$ cat config.mk
export PLATFORM = sky130hd
export DESIGN_NAME = wdt_escalation
export DESIGN_NICKNAME = d
export VERILOG_FILES = /design/src/rtl/wdt_pkg.sv /design/src/rtl/tmr_vote.sv /design/src/rtl/wdt_escalation.sv
export SDC_FILE = /design/constraint.sdc
export NUM_CORES = 1
export LEC_CHECK = 0
export BUFFER_PORTS_ARGS = -buffer_cell sky130_fd_sc_hd__buf_2
export CAP_MARGIN = 10
export CORE_MARGIN = 10
export CORE_UTILIZATION = 45
export CTS_CLUSTER_SIZE = 40
export DETAILED_ROUTE_END_ITERATION = 12
export HOLD_SLACK_MARGIN = 0.15
export PLACE_DENSITY = 0.65
export SYNTH_ARGS = -nofsm -noshare
export SYNTH_HDL_FRONTEND = slang
export SYNTH_SLANG_ARGS = --single-unit
$ cat constraint.sdc
create_clock -name clk -period 2.4 [get_ports clk]
set_input_delay 0.48 -clock clk [delete_from_list [all_inputs] [get_ports clk]]
set_output_delay 0.48 -clock clk [all_outputs]
set_load 0.005 [all_outputs]
$ cat src/rtl/wdt_pkg.sv
// Shared types and constants for the watchdog escalation block.
// Holds the FSM state encoding and the majority helper used by the voter.
package wdt_pkg;

    localparam int N_WDT = 3;
    localparam int EVT_W = 8;

    typedef logic [1:0] wdt_state_t;

    // The encoding is visible on state_o, so it must not be reordered.
    localparam wdt_state_t ST_IDLE    = 2'b00;
    localparam wdt_state_t ST_WARN    = 2'b01;
    localparam wdt_state_t ST_RESET   = 2'b10;
    localparam wdt_state_t ST_HOLDOFF = 2'b11;

    function automatic logic majority3(input logic [N_WDT-1:0] v);
        return (v[0] & v[1]) | (v[0] & v[2]) | (v[1] & v[2]);
    endfunction

endpackage

$ cat src/rtl/tmr_vote.sv
// Registered 2-of-3 majority of the watchdog expiry levels, with a disagree
// flag and a one-cycle vote history that exports a rising-edge strobe.
module tmr_vote
    import wdt_pkg::*;
(
    input  logic             clk,
    input  logic             rst_n,
    input  logic [N_WDT-1:0] expired_in,
    output logic             voted,
    output logic             disagree,
    output logic             rise
);

    logic voted_q;
    logic voted_d;
    logic disagree_q;

    // NOTE: sequential state uses non-blocking assignments so every register
    // samples the pre-edge values, independent of statement order.
    always_ff @(posedge clk or negedge rst_n) begin
        if (!rst_n) begin
            voted_q    <= 1'b0;
            voted_d    <= 1'b0;
            disagree_q <= 1'b0;
        end else begin
            voted_q    <= majority3(expired_in);
            voted_d    <= voted_q;
            disagree_q <= !((&expired_in) | (~|expired_in));
        end
    end

    // The history updates in every FSM state, so an edge seen during
    // HOLDOFF is consumed rather than deferred until IDLE.
    assign rise     = voted_q & ~voted_d;
    assign voted    = voted_q;
    assign disagree = disagree_q;

endmodule

$ cat src/rtl/wdt_escalation.sv
// Escalation FSM on the voted watchdog expiry: interrupt, grace period for
// software ack, system reset pulse, then a holdoff window ignoring triggers.
module wdt_escalation
    import wdt_pkg::*;
#(
    parameter int GRACE_CYCLES     = 1000,
    parameter int RST_PULSE_CYCLES = 16,
    parameter int HOLDOFF_CYCLES   = 64,
    parameter int CNT_W            = 16
) (
    input  logic                clk,
    input  logic                rst_n,
    input  logic [N_WDT-1:0]    expired_in,
    input  logic                ack,
    output logic                irq,
    output logic                sys_rst_req,
    output logic                disagree,
    output logic [1:0]          state_o,
    output logic [EVT_W-1:0]    event_count
);

    localparam logic [CNT_W-1:0] GRACE_LD   = CNT_W'(GRACE_CYCLES - 1);
    localparam logic [CNT_W-1:0] PULSE_LD   = CNT_W'(RST_PULSE_CYCLES - 1);
    localparam logic [CNT_W-1:0] HOLDOFF_LD = CNT_W'(HOLDOFF_CYCLES - 1);
    localparam logic [CNT_W-1:0] CNT_ONE    = CNT_W'(1);
    localparam logic [EVT_W-1:0] EVT_MAX    = '1;
    localparam logic [EVT_W-1:0] EVT_ONE    = EVT_W'(1);

    logic             rise;
    logic             voted_unused;
    wdt_state_t       state_q, state_d;
    logic [CNT_W-1:0] cnt_q,   cnt_d;
    logic [EVT_W-1:0] evt_q,   evt_d;
    logic             cnt_zero;

    tmr_vote u_vote (
        .clk        (clk),
        .rst_n      (rst_n),
        .expired_in (expired_in),
        .voted      (voted_unused),
        .disagree   (disagree),
        .rise       (rise)
    );

    assign cnt_zero = (cnt_q == '0);

    // NOTE: every signal written here gets a default first, so no path through
    // the case leaves it unassigned and no latch is inferred.
    always_comb begin
        state_d = state_q;
        cnt_d   = cnt_q;
        evt_d   = evt_q;
        case (state_q)
            ST_IDLE: begin
                if (rise) begin
                    state_d = ST_WARN;
                    cnt_d   = GRACE_LD;
                    if (evt_q != EVT_MAX) begin
                        evt_d = evt_q + EVT_ONE;
                    end
                end
            end
            ST_WARN: begin
                // Acknowledge takes priority over grace expiry.
                if (ack) begin
                    state_d = ST_IDLE;
                end else if (cnt_zero) begin
                    state_d = ST_RESET;
                    cnt_d   = PULSE_LD;
                end else begin
                    cnt_d = cnt_q - CNT_ONE;
                end
            end
            ST_RESET: begin
                if (cnt_zero) begin
                    state_d = ST_HOLDOFF;
                    cnt_d   = HOLDOFF_LD;
                end else begin
                    cnt_d = cnt_q - CNT_ONE;
                end
            end
            default: begin
                if (cnt_zero) begin
                    state_d = ST_IDLE;
                end else begin
                    cnt_d = cnt_q - CNT_ONE;
                end
            end
        endcase
    end

    always_ff @(posedge clk or negedge rst_n) begin
        if (!rst_n) begin
            state_q <= ST_IDLE;
            cnt_q   <= '0;
            evt_q   <= '0;
        end else begin
            state_q <= state_d;
            cnt_q   <= cnt_d;
            evt_q   <= evt_d;
        end
    end

    // Moore decode from the state register: the reset request drops as soon
    // as rst_n clears the state, with no input-to-output path.
    assign irq         = (state_q == ST_WARN) || (state_q == ST_RESET);
    assign sys_rst_req = (state_q == ST_RESET);
    assign state_o     = state_q;
    assign event_count = evt_q;

endmodule

==> results.py <==
metrics = {
    "clock_network": {
        "clk_path_buf_depth": 2,
        "clk_pin_slew_worst_paths_ps": 70,
        "cts-root-buf": "clkbuf_8",
        "hold_buffers": 0,
        "cts_buffers": 5,
        "cts_tree": "yes",
        "htree_levels": 2,
        "cts.sinks": 29,
        "clock_latency_ps": 290,
    },
    "die": {
        "fp.dieW_um": 81.4,
        "dieArea_sq_mm": 0.00663,
        "core_sq_mm": 0.00366,
        "io_pins": 19,
        "rows": 22,
        "initial_core_util": 0.464,
        "die_h_um": 81.4,
    },
    "detailed_routing": {
        "num_vias": 1455,
        "drc": 0,
        "routed_wl_mm": 3.99,
        "first_iter_violations": 110,
        "wl_per_cell_um": 15.7,
        "ant_nets": 0,
        "via_per_inst": 5.71,
        "firstDrtPassIters": 4,
    },
    "global_route": {
        "track_usage": 0.139,
        "grt-ovfl-total": 0,
        "grt_pass1_wl_mm": 7.29,
        "antenna_found_initial": 0,
        "grt_max_degree": 30,
        "first_global_vias": 1502,
    },
    "logic_synthesis": {
        "ys_warn_count": 0,
        "syn_area_sq_mm": 0.00170,
        "synthTopCellsByCount": "29 x dfrtp_1, 12 x nor2_1, 9 x o21ai_0",
        "synth_edf_count": 0,
        "yosysSeqAreaShare": 0.427,
        "ys.flop_type": "dfrtp_1",
        "yosysMostFrequentCell": "dfrtp_1",
        "syn_inst": 174,
        "netlist.area_leader.share": 0.427,
        "syn_avg_cell_area_sq_um": 9.76,
        "ys_ff_latch": 29,
        "synth_area_leader_cell": "dfrtp_1",
        "async_reset_ff_frac": 1.00,
        "synth_nets": 187,
        "synth_cell_types": 50,
        "synth.area.top_cells": "dfrtp_1 43%, ha_1 5.2%, xnor2_1 3.1%",
    },
    "final_layout": {
        "final_util": 0.562,
        "final_layout_size_suffix_gt1_frac": 0.271,
        "diodes": 0,
        "fin_nets": 220,
        "area_growth_pct": 21.2,
        "stdcell_count": 255,
    },
    "setup_path": {
        "critPathCaptureType": "flop",
        "r2r_end": "cnt_q[4]$_DFFE_PN0P_",
        "cp_max_fo": 6,
        "cp_cell_sequence": "or4_4, or4b_4, or2_4, a21oi_4, buf_6, o21ai_2, a32o_1",
        "reg2reg_depth": 7,
        "cp-startpoint": "cnt_q[13]$_DFFE_PN0P_",
        "cp.required_ps": 2570,
        "cp.arrival_ps": 2630,
        "path_buf_inv": 1,
        "r2r-start": "cnt_q[13]$_DFFE_PN0P_",
        "ff2ff_setup_slack_ps": -60,
        "crit_slowest_cell": "or4_4",
        "critical_path_class": "flop to flop",
        "crit_path_max_incr_delay_ps": 540,
        "cp_top_family": "simple AND/OR/NAND/NOR gates",
        "crit_path_start_kind": "flop",
        "cp-endpoint": "cnt_q[4]$_DFFE_PN0P_",
        "crit_cells": 7,
    },
    "sta": {
        "finalCritPeriodShare": 1.03,
        "drv_slew": 0,
        "relSlewSlack": 0.578,
        "finClkSkew_ps": 12.2,
        "rsz0062_at_grt": "yes",
        "tightestPinTransition_ps": 632,
        "max_freq_mhz": 406,
        "min_period_ps": 2460,
        "setup_viol": 14,
        "setup_ws_ps": -61.2,
        "final-hold-violation-count": 0,
    },
    "place": {
        "numPortBuffers": 18,
        "dpl_worst_slack_ps": -141,
        "dp_hpwl_mm": 2.90,
        "routabilityCongestion": 0.832,
        "placed_cells": 245,
    },
    "power": {
        "cellLeakagePower_nw": 0.953,
        "finalPower_w": 0.00240,
        "cellPowerDensity_mw_per_mm2": 1160,
        "ir_worst_vdd_mv": 0.609,
    },
    "status": {
        "status": "finished, violations left",
        "violations": "negative setup slack",
    },
    "worst_hold_path": {
        "min_path_type": "primary input to async pin",
    },
    "job": {
        "cap_violations": 0,
    },
}
[logic make-up (layout without fill, tap and decap cells)]
| family | after synthesis | in the layout | share of synthesized area |
|---|---|---|---|
| AO/OA/AOI/OAI | 54 | 55 | 0.228 |
| XOR/XNOR | 7 | 7 | 0.0361 |
| adder cells (fa/ha/maj) | 8 | 8 | 0.0575 |
| buffers and inverters | 18 | 50 | 0.0501 |
| flip-flops | 29 | 29 | 0.427 |
| multiplexers | 4 | 4 | 0.0251 |
| AND/OR/NAND/NOR | 54 | 54 | 0.175 |
[cell type report]
cell class              instances  area [sq um]
repair buffers                 35           233
well taps                      48          60.1
fillers                       317          1600
multi-input cells             128           920
clock inverters                 1          7.51
flip-flops and latches         29           726
clock buffers                   6          82.6
inverters                       8          30.0
[registers in the layout (all words and copies together), names as in the netlist]
register	cells
cnt_q	16
event_count	8
state_o	2
u_vote.disagree	1
u_vote.voted	1
u_vote.voted_d	1
[report_power, final]
| part | internal (W) | switching [W] | leakage (nW) | total [W] |
|---|---|---|---|---|
| sequential | 0.000644 | 0.000181 | 0.363 | 0.000825 |
| combinational | 0.000556 | 0.000596 | 0.547 | 0.00115 |
| clock | 0.000226 | 0.000193 | 0.0433 | 0.000419 |
[cell usage in the layout (no fill, tap or decap), types with 5 or more instances in the layout]
cell type	count
a22o_1	5
and3_1	5
buf_2	18
buf_4	13
clkbuf_8	6
dfrtp_1	29
ha_1	7
inv_1	8
nand2_1	8
nand4_1	5
nor2_1	12
nor3_1	7
o21ai_0	5
o21ai_1	7
xnor2_1	6
[stage by stage]
stage | hold WS [ps] | area, sq um | setup TNS [ps]
global placement | 364 | 1910 | -411
floorplan | 184 | 1710 | -249
detailed placement | 386 | 1910 | -1050
finish | 205 | 2060 | -388
CTS | 222 | 2030 | -268
global route | 257 | 2060 | -1470
[worst min-delay path by stage]
stage	from	end	slack, ps	cells after the start
2_1_floorplan	rst_n	cnt_q[0]$_DFFE_PN0P_	180	0
3_3_place_gp	u_vote.voted$_DFF_PN0_	u_vote.voted_d$_DFF_PN0_	360	0
3_5_place_dp	u_vote.voted$_DFF_PN0_	u_vote.voted_d$_DFF_PN0_	390	0
4_1_cts	rst_n	cnt_q[1]$_DFFE_PN0P_	220	1
5_1_grt	rst_n	cnt_q[1]$_DFFE_PN0P_	260	1
6_report	rst_n	cnt_q[1]$_DFFE_PN0P_	200	1
[per-layer routing]
layer / GRT usage / share of wire
met5: 0 / 0
met3: 0.0459 / 0.054
met1: 0.170 / 0.43
met4: 0.0536 / 0.016
met2: 0.221 / 0.50
[timing repair]
item	4_1_cts	5_1_grt
pin swaps	4	4
endpoints found under the setup margin	16	16
setup buffers	1	1
gates resized for setup	7	6
gates cloned	1	0
No activity file was read; power rests on OpenSTA's default activity.
